[src/rtl/mux_nch_pkg.sv]
// Shared constants and helpers for the N-channel registered mux.
// Mode encoding plus a constant-foldable clog2 used to size channel indices.
package mux_nch_pkg;

   localparam logic MODE_FIXED = 1'b0;
   localparam logic MODE_RR    = 1'b1;

   function automatic int clog2(input int value);
      int w;
      w = 0;
      for (int i = 0; i < 31; i++) begin
         if ((1 << i) < value) w = i + 1;
      end
      return w;
   endfunction

endpackage

[src/rtl/rr_pick.sv]
// Wrapping first-set search: lowest requester at or above start, wrapping past CH-1 to 0.
// Latency: combinational. Backpressure: none, caller gates the grant.
// Outputs: one-hot grant, its binary index, and an any-grant flag.
module rr_pick #(
   parameter int CH = 4,
   parameter int SW = 2
) (
   input  logic [CH-1:0] req,
   input  logic [SW-1:0] start,
   output logic [CH-1:0] gnt,
   output logic [SW-1:0] idx,
   output logic          any
);

   always_comb begin
      int k;
      k   = 0;
      gnt = '0;
      idx = '0;
      any = 1'b0;
      for (int o = 0; o < CH; o++) begin
         k = int'(start) + o;
         if (k >= CH) k = k - CH;
         if (!any && req[k]) begin
            any    = 1'b1;
            gnt[k] = 1'b1;
            idx    = SW'(k);
         end
      end
   end

endmodule

[src/rtl/mux_nch_reg.sv]
// CH-to-1 registered mux, fixed select or round-robin (round-robin only with MUX_NCH_RR_EN).
// Latency: 1 cycle from input transfer to out_valid; full throughput when out_ready stays high.
// Backpressure: while out_valid && !out_ready the word holds and every in_ready is low.
module mux_nch_reg
   import mux_nch_pkg::*;
#(
   parameter  int N  = 4,
   parameter  int CH = 4,
   localparam int SW = clog2(CH)
) (
   input  logic            clk,
   input  logic            rst_n,
   input  logic [CH*N-1:0] in_data,
   input  logic [CH-1:0]   in_valid,
   output logic [CH-1:0]   in_ready,
   input  logic [SW-1:0]   sel,
   input  logic            mode,
   output logic [N-1:0]    out_data,
   output logic            out_valid,
   input  logic            out_ready,
   output logic [SW-1:0]   out_ch
);

   logic          load;
   logic          rr_en;
   logic          pick_any;
   logic [CH-1:0] sel_mask;
   logic [CH-1:0] pick_req;
   logic [CH-1:0] pick_gnt;
   logic [SW-1:0] pick_start;
   logic [SW-1:0] pick_idx;
   logic [N-1:0]  pick_word;

   assign load = !out_valid || out_ready;

   // Out-of-range sel matches no bit, so nothing is granted.
   always_comb begin
      sel_mask = '0;
      for (int k = 0; k < CH; k++) begin
         sel_mask[k] = (int'(sel) == k);
      end
   end

`ifdef MUX_NCH_RR_EN
   logic [SW-1:0] last;

   assign rr_en      = (mode == MODE_RR);
   assign pick_start = !rr_en ? '0 :
                       (last == SW'(CH-1)) ? '0 : last + SW'(1);

   always_ff @(posedge clk) begin
      if (!rst_n) begin
         last <= SW'(CH-1);
      end else if (load && pick_any && rr_en) begin
         last <= pick_idx;
      end
   end
`else
   logic unused_mode;

   assign unused_mode = mode;
   assign rr_en       = 1'b0;
   assign pick_start  = '0;
`endif

   // Fixed mode reuses the picker with the request masked down to sel.
   assign pick_req = rr_en ? in_valid : (in_valid & sel_mask);

   rr_pick #(
      .CH (CH),
      .SW (SW)
   ) u_pick (
      .req   (pick_req),
      .start (pick_start),
      .gnt   (pick_gnt),
      .idx   (pick_idx),
      .any   (pick_any)
   );

   assign in_ready = (rst_n && load) ? pick_gnt : '0;

   always_comb begin
      pick_word = '0;
      for (int k = 0; k < CH; k++) begin
         if (pick_gnt[k]) pick_word = in_data[k*N +: N];
      end
   end

   always_ff @(posedge clk) begin
      if (!rst_n) begin
         out_valid <= 1'b0;
         out_data  <= '0;
         out_ch    <= '0;
      end else if (load) begin
         out_valid <= pick_any;
         if (pick_any) begin
            out_data <= pick_word;
            out_ch   <= pick_idx;
         end
      end
   end

endmodule

[config.mk]
export PLATFORM = sky130hd
export DESIGN_NAME = mux_nch_reg
export DESIGN_NICKNAME = d
export VERILOG_FILES = /design/src/rtl/mux_nch_pkg.sv /design/src/rtl/rr_pick.sv /design/src/rtl/mux_nch_reg.sv
export SDC_FILE = /design/constraint.sdc
export NUM_CORES = 1
export LEC_CHECK = 0
export CAP_MARGIN = 10
export CORE_MARGIN = 5
export CORE_UTILIZATION = 36
export CTS_CLUSTER_DIAMETER = 200
export DETAILED_ROUTE_END_ITERATION = 8
export PLACE_DENSITY = 0.82
export SYNTH_ARGS = -nofsm -noshare
export SYNTH_HDL_FRONTEND = slang
export SYNTH_SLANG_ARGS = --single-unit
export TNS_END_PERCENT = 30
[constraint.sdc]
create_clock -name clk -period 2.7 [get_ports clk]
set_clock_uncertainty 0.15 [all_clocks]
set_input_delay 0.54 -clock clk [delete_from_list [all_inputs] [get_ports clk]]
set_output_delay 0.54 -clock clk [all_outputs]
set_load 0.02 [all_outputs]
Word level (Yosys, flattened, before mapping)
Index checks and enable logic that the tools add are counted.
{ "word_totals": {"regBits": 7, "out_inout_bits": 11, "word_cells": 34} }
{ "op_classes": {"eq_ne": 3, "n_mux": 16, "bitwise_logic": 1, "reduce_logical": 11} }
{ "op_table": {"columns": ["cell", "n"], "rows": [
  ["two-way mux 4 bit", 6],
  ["two-way mux 1 bit", 6],
  ["two-way mux 2 bit", 3],
  ["AND 4 bit", 1],
  ["equality test 2 bit (second input constant)", 2],
  ["logical AND 1 bit", 4],
  ["logical NOT 1 bit", 4],
  ["two-way mux 3 bit", 1],
  ["equality test 2 x 1 -> 1 bit (second input constant)", 1],
  ["logical NOT 2 bit", 1],
  ["AND reduction 2 bit", 1],
  ["logical OR 1 bit", 1]
]} }

Longest topological paths before layout
{ "depth": {"depth_word": 16, "mapped_depth": 5, "depth_no_buf": 4} }

By module
Synthesis repeated with hierarchy kept, for this count alone.
{ "unflattened": {"cells_unflattened": 109, "area_unflattened_um2": 929.6} }
{ "by_module_without_submodules": {"columns": ["module", "instances", "cells_each", "area_each_um2"], "rows": [
  ["mux_nch_reg", 1, 61, 469.2],
  ["rr_pick", 1, 48, 460.4]
]} }

Worst setup path after synthesis
OpenSTA, ideal clock, no wires.
{ "synth_path": {"path_kind": "input port to output port", "start": "input port out_ready", "end": "output port in_ready[0]", "arrival_ns": 1.536, "setup_slack_ns": 0.474, "path_stages": 3, "path_buffers": 0, "cell_sequence": "nand2b_1 -> nand2_1 -> nor4b_1"} }
{ "synth_between": {"elab_chain_cells": 3} }
{ "synth_lines": {"columns": ["item", "line", "source"], "rows": [
  ["start: declaration", "mux_nch_reg.sv:20", "input logic out_ready,"],
  ["logical OR 1 bit", "mux_nch_reg.sv:34", "assign load = !out_valid || out_ready;"],
  ["logical AND 1 bit", "mux_nch_reg.sv:80", "assign in_ready = (rst_n && load) ? pick_gnt : '0;"],
  ["two-way mux 4 bit", "mux_nch_reg.sv:80", null],
  ["end: declaration", "mux_nch_reg.sv:15", "output logic [CH-1:0] in_ready,"]
]} }
Every way passes these cells.

Worst setup path in the final report
Same ends and word-level chain as after synthesis.

==> flow_summary.json <==
{
  "status": "complete, no violations",
  "finalMaxSlewViolations": 0,
  "overflow": 0,
  "crit_path_end_kind": "primary output",
  "worstPathRequired_ps": 2010,
  "cts_buffers": 3,
  "cts_tree": "done",
  "fin_total_pwr_mw": 0.350,
  "dp_slack_ps": -178,
  "vias": 689,
  "worstSetupPathDepth": 5,
  "start_kind": "input pin",
  "final_cells": 129,
  "grt_pass1_vias": 671,
  "grt_pass1_wl_um": 3060,
  "crit_slowest_cell": "clkdlybuf4s50_1",
  "ir_worst_vdd_mv": 0.312,
  "cap_violations": 0,
  "dp_cells": 125,
  "cts-root-buf": "clkbuf_4",
  "nNetsFinal": 141,
  "relSlewSlack_pct": 82.0,
  "post-cts-setup-buffers": 0,
  "r2r-start": "out_valid$_SDFFE_PN0P_",
  "drc_errors": 0,
  "synth.avg_cell_area_um2": 7.58,
  "drive_gt1_share_pct": 15.8,
  "cts.clk_slew.worst_paths_ps": 50,
  "crit_arrival_ps": 1870,
  "path_cells": "clkdlybuf4s50_1, nand2b_1, nand2_1, nor4b_1, dlygate4sd2_1",
  "p_per_area_nw_per_um2": 362,
  "vias_per_cell": 5.34,
  "port_buffers": 35,
  "first_iter_violations": 11,
  "holdBufCountCts": 0,
  "diodes": 0,
  "cts.sinks": 7,
  "rows": 13,
  "grt_max_degree": 19,
  "critical_path.top_delay_family": "buffers and inverters",
  "setup_viol": 0,
  "min_period_over_period_pct": 94.6,
  "dr.pass1.iters": 4,
  "antenna_found_initial": 0,
  "crit_start": "out_ready",
  "r2r_cells": 5,
  "worst-setup-path-type": "input pin to primary output",
  "wirelength_um": 1940,
  "io_pins": 37,
  "worstPathBufferInverterCount": 2,
  "seq_area_frac_synth_pct": 26.4,
  "timing.rr.end": "out_ch[0]$_SDFFE_PN0P_",
  "worstMarginPinSlew_ps": 267,
  "wire_per_inst_um": 15.0,
  "setup_ws_ps": 145,
  "crit_end": "in_ready[0]",
  "antenna_left": 0,
  "fmax_mhz": 391,
  "ys_ff_latch": 7,
  "synth.largest_area_cell": "dfxtp_1",
  "finalSetupTns_ps": 0,
  "syn-num-nets": 96,
  "synth.top_cell.area_share_pct": 26.4,
  "rsz0062_at_grt": "no",
  "p_leak_nw": 0.383,
  "min_path_type": "flop to flop",
  "die_w_um": 48.4,
  "core_um2": 1350,
  "crit_path_max_fanout": 2,
  "slowest_delay_ps": 480,
  "die_area_um2": 2340,
  "area_growth_pct": 82.5,
  "hold_viol_final": 0,
  "stdcell_area_um2": 968,
  "synth_ff_type": "dfxtp_1",
  "whs_ps": 302,
  "synth_area_leaders": "dfxtp_1, nand2_1, o211ai_2",
  "yosysMostFrequentCell": "nand2_1",
  "synth_edf_count": 0,
  "cts_resized": 4,
  "synth_area_um2": 531,
  "reg2reg_slack_ps": 1500,
  "initial_utilization_pct": 39.3,
  "yosysWarnings": 0,
  "period_needed_ps": 2560,
  "cts_htree_levels": 1,
  "yosys-top-cells-count": "nand2_1, nand3_1, dfxtp_1, o21ai_0, a21boi_1",
  "clockBufferDepth": 2,
  "dpl-instance-area_um2": 947,
  "grt_usage_pct": 16.2,
  "synth-async-reset-ratio_pct": 0,
  "dieHeight_um": 48.4,
  "worstSkewPairLatency_ps": 250,
  "synthCells": 70,
  "place_congestion": 0.833,
  "ys_types": 21,
  "fin_util_pct": 71.7,
  "hpwl_um": 1550
}
[report_power, final]
part | internal (mW) | switching, mW
clock | 0.0565 | 0.0400
combinational | 0.0764 | 0.0617
sequential | 0.111 | 0.00438
total | 0.244 | 0.106
[tightest hold or removal path, stage by stage (launching register included)]
cell,delay (ps)
dfxtp_1,310
nand2_1,50
a21boi_1,50
[routing by layer]
layer	vias to the layer above	wire, um	GRT usage, %
li1	345	-	-
met4	0	29	3.23
met1	315	774	17.8
met2	27	997	28.0
met5	-	0	0
met3	2	136	7.34
[logic make-up after synthesis]
kind of cell	Yosys count	synth area share [%]
AND/OR/NAND/NOR	35	31.8
AO/OA/AOI/OAI	22	31.1
flip-flops	7	26.4
multiplexers	3	8.25
buffers and inverters	3	2.36
[layout make-up]
| class | count | area (um^2) |
|---|---|---|
| Timing Repair Buffer | 43 | 405 |
| Fill cell | 112 | 382 |
| Multi-Input combinational cell | 60 | 378 |
| Sequential cell | 7 | 140 |
| Clock buffer | 4 | 26.3 |
| Tap cell | 15 | 18.8 |
[cells in the final DEF (no fill, tap or decap), types with 3 or more instances in the layout]
master and instances:
clkdlybuf4s50_1 31, nand2_1 16, nand3_1 9, buf_4 8, dfxtp_1 7, o21ai_0 6
a21boi_1 5, o211ai_1 4, o211ai_2 4, dlygate4sd2_1 4, clkbuf_4 3
[how the worst min path moves through the flow]
stage                              from                       end  slack (ps)  cells past startpoint
5_1_grt        out_data[1]$_SDFFE_PN0P_  out_data[1]$_SDFFE_PN0P_         310                      2
3_5_place_dp   out_data[1]$_SDFFE_PN0P_  out_data[1]$_SDFFE_PN0P_         290                      2
6_report       out_data[2]$_SDFFE_PN0P_  out_data[2]$_SDFFE_PN0P_         300                      2
3_3_place_gp   out_data[3]$_SDFFE_PN0P_  out_data[3]$_SDFFE_PN0P_         290                      2
2_1_floorplan  out_data[0]$_SDFFE_PN0P_  out_data[0]$_SDFFE_PN0P_         380                      2
4_1_cts        out_data[1]$_SDFFE_PN0P_  out_data[1]$_SDFFE_PN0P_         300                      2
[registers in the layout, indices dropped and copies added (netlist names)]
register / flops
out_data: 4
out_ch: 2
out_valid: 1
Note: power is estimated with default switching activity, not from simulation.
==> RTL change 1 (config.mk and constraints unchanged) <==
Build with the macro `MUX_NCH_RR_EN` defined.
--- a/src/rtl/mux_nch_reg.sv
+++ b/src/rtl/mux_nch_reg.sv
@@ -3,2 +3,4 @@
 // Backpressure: while out_valid && !out_ready the word holds and every in_ready is low.
+`define MUX_NCH_RR_EN
+
 module mux_nch_reg
Function: changed (Yosys sat finds a counterexample within 4 cycles, from zero or initial values and one cycle with rst_n low).
==> RTL change 1 against the unedited design <==
  * The flow now finishes with violations (setup timing)
  * Synthesized cell count rose by 90%
  * Critical path type is now register to primary output
  * Total power grew to 3.1 times the old value
  * Design area up 110%
  * Sequential share of layout area shrank 5.4 points
  * Wire length is 120% higher
  * Sequential cell count rose by 2
  * Synthesized area rose by 100%
  * Hold slack better by 0.033 ns
  * Worst setup slack worse by 0.97 ns
==> RTL change 1: results (changes against the unedited design) <==
Setup path
The critical path's largest stage delay is 0.55 ns (+0.07 ns). The worst reg-to-reg path cell count is 11 (+6). The internal reg-to-reg setup slack is -0.44 ns (-1.94 ns).

The largest fanout of any net on the critical path was 4 (+2). The capturing point of the worst reg2reg path is out_data[0]. The endpoint arrival time on the critical path is 2.84 ns (+0.97 ns). In this run the critical register-to-register path is launched from last[0]. The slowest stage of the critical path is the or4_4 cell.

Synthesis
The number of distinct library cell variants in the gate-level netlist after synthesis is 52 (+150%). The sequential-to-total area share from yosys stat is 16.6% (-9.8 points). By area the synthesized netlist is led by dfxtp_1, ha_1, a221oi_1. Sorting the synthesized cells by how often they occur yields nand2_1, nor2_1, dfxtp_1, ha_1, a21oi_1.

The number of nets in the synthesized netlist came to 168 (+75%). The share of synthesized flip-flops with an asynchronous set or reset is 0% (unchanged). For this run, the leading register cell type out of synthesis is dfxtp_1. The number of warnings issued by yosys is 0 (unchanged).

Global routing
The wire length of the first global-routing pass is 6910 um (+130%). The number of antenna violations at the first check in global routing is 0 (unchanged). The largest net degree at the start of global routing was 20 (+1). The via count of the first global-routing pass is 1529 (+130%). The total routing resource utilization after global routing is 20.4% (+4.2 points).

Timing
The tightest slew margin relative to the limit is 68.6% (-13 points). The aggregate negative setup slack was -4.92 ns (-4.92 ns). The final critical-path setup slack is -0.829 ns (-0.974 ns). The number of failing setup endpoints in the final timing report is 10 (+10).

Run status
The checks that failed: setup timing. The flow ran to the end, but the final reports show violations.

Place
The post-detailed-placement half-perimeter wirelength was 3370 um (+120%). The count of buffers from port buffering is 36 (+2.9%). The area after detailed placement is 1910 sq um (+100%).

The final weighted congestion in routability-driven placement was 0.904 (+8.5%).

Route
The number of DRC markers in iteration 0 is 89 (+78). The number of iterations in the first detailed-routing pass is 4 (unchanged). The average wire per standard cell was 16.5 um (+9.6%). The average via count per standard cell is 5.86 (+9.6%).

Final layout
The number of inserted diodes is 0 (unchanged). The net count reported at finish was 259 (+84%). The largest registers in the layout are out_data: 4 flops, last: 2 flops, out_ch: 2 flops.

The ratio of cells with drive above 1 in the final layout is 41.3% (+25 points).

CTS
The number of buffers between clock root and the deepest sink is 2 (unchanged). The clock reaches the later pin of the worst-skew pair after 0.26 ns. The clock-pin slew of the registers on the worst-case setup and hold paths is 0.07 ns (+0.02 ns). The number of clock buffers inserted by TritonCTS was 3 (unchanged). The H-tree depth is 1 (unchanged). The root buffer selected by CTS is clkbuf_4.

Power
The peak supply drop was 231 uV (-26%). The leakage power summed over all cells is 0.922 nW (+140%).

Worst hold path
The number of stages on the worst hold path was 2 (unchanged). The path with the worst hold slack has its endpoint at out_data[0]. The type of the tightest min-delay check is register to register. The startpoint of the tightest hold check path is out_data[0].
==> RTL change 1: worst max-delay path by stage <==
| stage | startpoint | to | slack [ns] |
|---|---|---|---|
| final | last[0] | in_ready[1] | -0.83 |
| after global routing | last[0] | in_ready[3] | -0.92 |
| after CTS | last[0] | in_ready[0] | -0.82 |
| after detailed placement | mode | in_ready[0] | -1.57 |
| after global placement | mode | in_ready[0] | -1.50 |
| after floorplan | last[0] | in_ready[1] | -0.65 |
==> RTL change 1: cell type report <==
| cell class | count | area (sq um) |
|---|---|---|
| clock buffer | 4 | 26.3 |
| fill | 238 | 932 |
| sequential | 9 | 185 |
| tap | 33 | 41.3 |
| timing repair buffer | 89 | 767 |
| multi-input combinational | 118 | 1010 |
| inverter | 3 | 11.3 |
==> RTL change 1: where the power goes <==
part           total [W]  internal [W]  switching, W
Sequential      0.000182      0.000164     0.0000181
Clock           0.000106     0.0000570     0.0000486
Combinational   0.000784      0.000411      0.000373
Total            0.00107      0.000632      0.000440
==> RTL change 1: logic make-up after synthesis <==
family | synth area share, %
DFF | 16.6
adders and majority gates | 10.4
muxes | 2.77
buffers and inverters | 2.31
AOI/OAI and AO/OA | 42.1
and+or+nand+nor | 25.8
==> RTL change 1: stage by stage <==
stage	instances	worst slack, ns	hold WS (ns)
finish	256	-0.829	0.335
global route	256	-0.916	0.361
global placement	249	-1.50	0.301
CTS	255	-0.823	0.336
floorplan	133	-0.649	0.382
detailed placement	249	-1.57	0.317
==> RTL change 1: worst max-delay path, delay by kind of cell, from the launching register on <==
kind,cells,cell delay (ns)
AOI/OAI and AO/OA,2,0.57
adders and majority gates,2,0.40
DFF,1,0.36
buffers and inverters,1,0.12
and+or+nand+nor,4,1.12
==> RTL change 1: what timing repair did <==
item / 4_1_cts / 5_1_grt
cloned: 0 / 0
endpoints found under the setup margin: 13 / 12
setup buffers: 2 / 1
pin swaps: 9 / 7
gates resized for setup: 38 / 16
hold endpoints to repair: 0 / 0
==> RTL change 1: layer usage <==
metal	routed length [um]	track usage, %	part of all wire [%]
met1	1610	21.3	38
met2	2290	40.7	54
met3	265	3.81	6.3
met4	48	5.28	1.1
met5	0	0	0
==> RTL change 2 (config.mk and constraints unchanged) <==
Without the edit above. The parameter `N` goes from 4 to 8.
--- a/src/rtl/mux_nch_reg.sv
+++ b/src/rtl/mux_nch_reg.sv
@@ -6,3 +6,3 @@
 #(
-   parameter  int N  = 4,
+   parameter  int N  = 8,
    parameter  int CH = 4,
Interface: changed (resized in_data and out_data); port bits go from 37 to 57. The function was not compared with the original's and may differ.
==> RTL change 2 against the unedited design <==
  * Non-clock buffer count up 25
  * Wire length up 51%
  * Worst setup slack got worse by 0.010 ns
  * Synthesized area grew 56%
  * Synthesized cell count up 46%
  * Design area up 54%
  * Die area up 43%
  * Global-route usage is 3.1 points higher
  * Register-to-register slack worse by 0.43 ns
  * Sequential cell count up 4
  * Sequential power rose by 57%
  * Total power up 45%
  * Highest routed layer unchanged
==> RTL change 2: results (changes against the unedited design) <==
Run status
The run finished with clean final reports.

Power
The power dissipated by switching net loads is 0.000156 W (+47%). The peak supply drop came to 336 uV (+7.9%). The leakage power summed over all cells is 0.575 nW (+50%).

Global routing
The met3 usage in global routing is 8.46% (+1.1 points). The largest net degree at the start of global routing came to 13 (-6). The met2 track demand over resource came to 28.9% (+0.83 points). The total routing resource utilization after global routing is 19.2% (+3.1 points).

The number of antenna violations at the first check in global routing is 0 (unchanged). The wire length of the first global-routing pass is 5020 um (+64%). The via count of the first global-routing pass came to 1138 (+70%).

The global-route track usage on met1 is 22.3% (+4.5 points).

Synthesis
The number of distinct library cell variants in the gate-level netlist after synthesis is 25 (+19%). The share of synthesized flip-flops with an asynchronous set or reset is 0% (unchanged). The sequential-to-total area share from yosys stat is 26.6% (+0.21 points). The post-synthesis instance total is 102 (+46%). By area the synthesized netlist is led by dfxtp_1, o32ai_2, a211oi_1. Sorting the synthesized cells by how often they occur yields inv_1, dfxtp_1, nand3_1. The number of nets in the synthesized netlist is 144 (+50%).

Place
The count of buffers from port buffering is 55 (+57%). The final weighted congestion in routability-driven placement is 0.811 (-2.7%). The placed cell count was 191 (+53%).

The post-detailed-placement half-perimeter wirelength is 2320 um (+50%). The post-placement worst setup slack came to -0.166 ns (+0.0125 ns).

CTS
The clock latency on the worst-skew pair is 0.27 ns (+0.02 ns). The clock-pin slew of the registers on the worst-case setup and hold paths came to 0.07 ns (+0.02 ns). The post-CTS repair timing setup buffer count is 0 (unchanged). The H-tree depth is 1 (unchanged). The tree is rooted in a clkbuf_4.

Timing
The minimum hold slack is 0.320 ns (+0.0181 ns). The slew at the pin closest to its max-slew limit is 0.416 ns (+0.149 ns).

Route
The number of vias after detailed routing is 1038 (+51%). The average via count per standard cell was 5.32 (-0.34%). The average wire per standard cell came to 15.0 um (about the same).

The number of DRC markers in iteration 0 came to 16 (+5). The number of iterations in the first detailed-routing pass is 4 (unchanged).

Setup path
The largest fanout of any net on the critical path is 4 (+2). The origin of the critical flop-to-flop path is out_valid. The capturing point of the worst reg2reg path is out_data[4]. The worst reg-to-reg path cell count is 6 (+1).

The internal reg-to-reg setup slack is 1.07 ns (-0.43 ns).

Final layout
The ratio of cells with drive above 1 in the final layout came to 16.8% (+0.98 points). The largest registers in the layout are out_data: 8 flops, out_ch: 2 flops, out_valid: 1 flops. The net count reported at finish is 210 (+49%).

The count of filler cells inserted in the layout came to 190 (+70%).

Worst hold path
In this run the worst hold path is classified as register to register. The number of stages on the worst hold path is 2 (unchanged). The worst hold path begins at out_data[5]. The hold path endpoint is out_data[5].
-- RTL change 2: timing repair --
item / 4_1_cts / 5_1_grt
endpoints found under the hold margin: 0 / 0
endpoints found under the setup margin: 4 / 0
resized for setup: 4 / 0
-- RTL change 2: how the worst max path moves through the flow --
stage	to	start	slack, ns
floorplan	in_ready[0]	sel[0]	0.42
global placement	in_ready[0]	out_ready	-0.16
detailed placement	in_ready[1]	out_ready	-0.17
CTS	in_ready[1]	out_ready	0.12
global route	in_ready[0]	out_ready	0.002
finish	in_ready[2]	out_ready	0.13
-- RTL change 2: layout make-up --
| class | count | area (sq um) | share of cell area (%) |
|---|---|---|---|
| Clock buffer | 4 | 26.3 | 1.76 |
| Timing Repair Buffer | 68 | 643 | 43.0 |
| Multi-Input combinational cell | 72 | 524 | 35.1 |
| Tap cell | 28 | 35.0 | 2.35 |
| Inverter | 12 | 45.0 | 3.02 |
| Sequential cell | 11 | 220 | 14.7 |
-- RTL change 2: kinds of logic after synthesis --
logic type | count (synthesis) | synth area share [%]
simple gates | 40 | 26.8
compound gates | 30 | 33.6
buf+inv | 19 | 9.98
flops | 11 | 26.6
mux | 2 | 3.03
-- RTL change 2: metal layers --
metal | up-vias | part of all wire, %
met3 | 8 | 12
met4 | 0 | 3.0
met2 | 49 | 46
li1 | 504 | -
met5 | - | 0
met1 | 477 | 39
-- RTL change 2: power groups by stage --
stage,sequential (W),clock [W],combinational [W]
2_1_floorplan,0.000200,0,0.0000809
3_3_place_gp,0.000185,0,0.000208
3_5_place_dp,0.000185,0,0.000211
4_1_cts,0.000182,0.000119,0.000211
5_1_grt,0.000183,0.000125,0.000226
6_report,0.000182,0.000116,0.000210
-- RTL change 2: metrics by stage --
stage	util (%)	instance area, sq um
after global routing	67.5	1490
after floorplan	-	827
final	67.5	1490
after detailed placement	66.6	1470
after global placement	66.6	1470
after CTS	67.5	1490
-- RTL change 2: tightest hold or removal path, delay by kind of cell (launching register included) --
kind	cells	cell delay [ns]
buffers and inverters	1	0.06
AO/OA/AOI/OAI	1	0.05
flip-flops	1	0.31
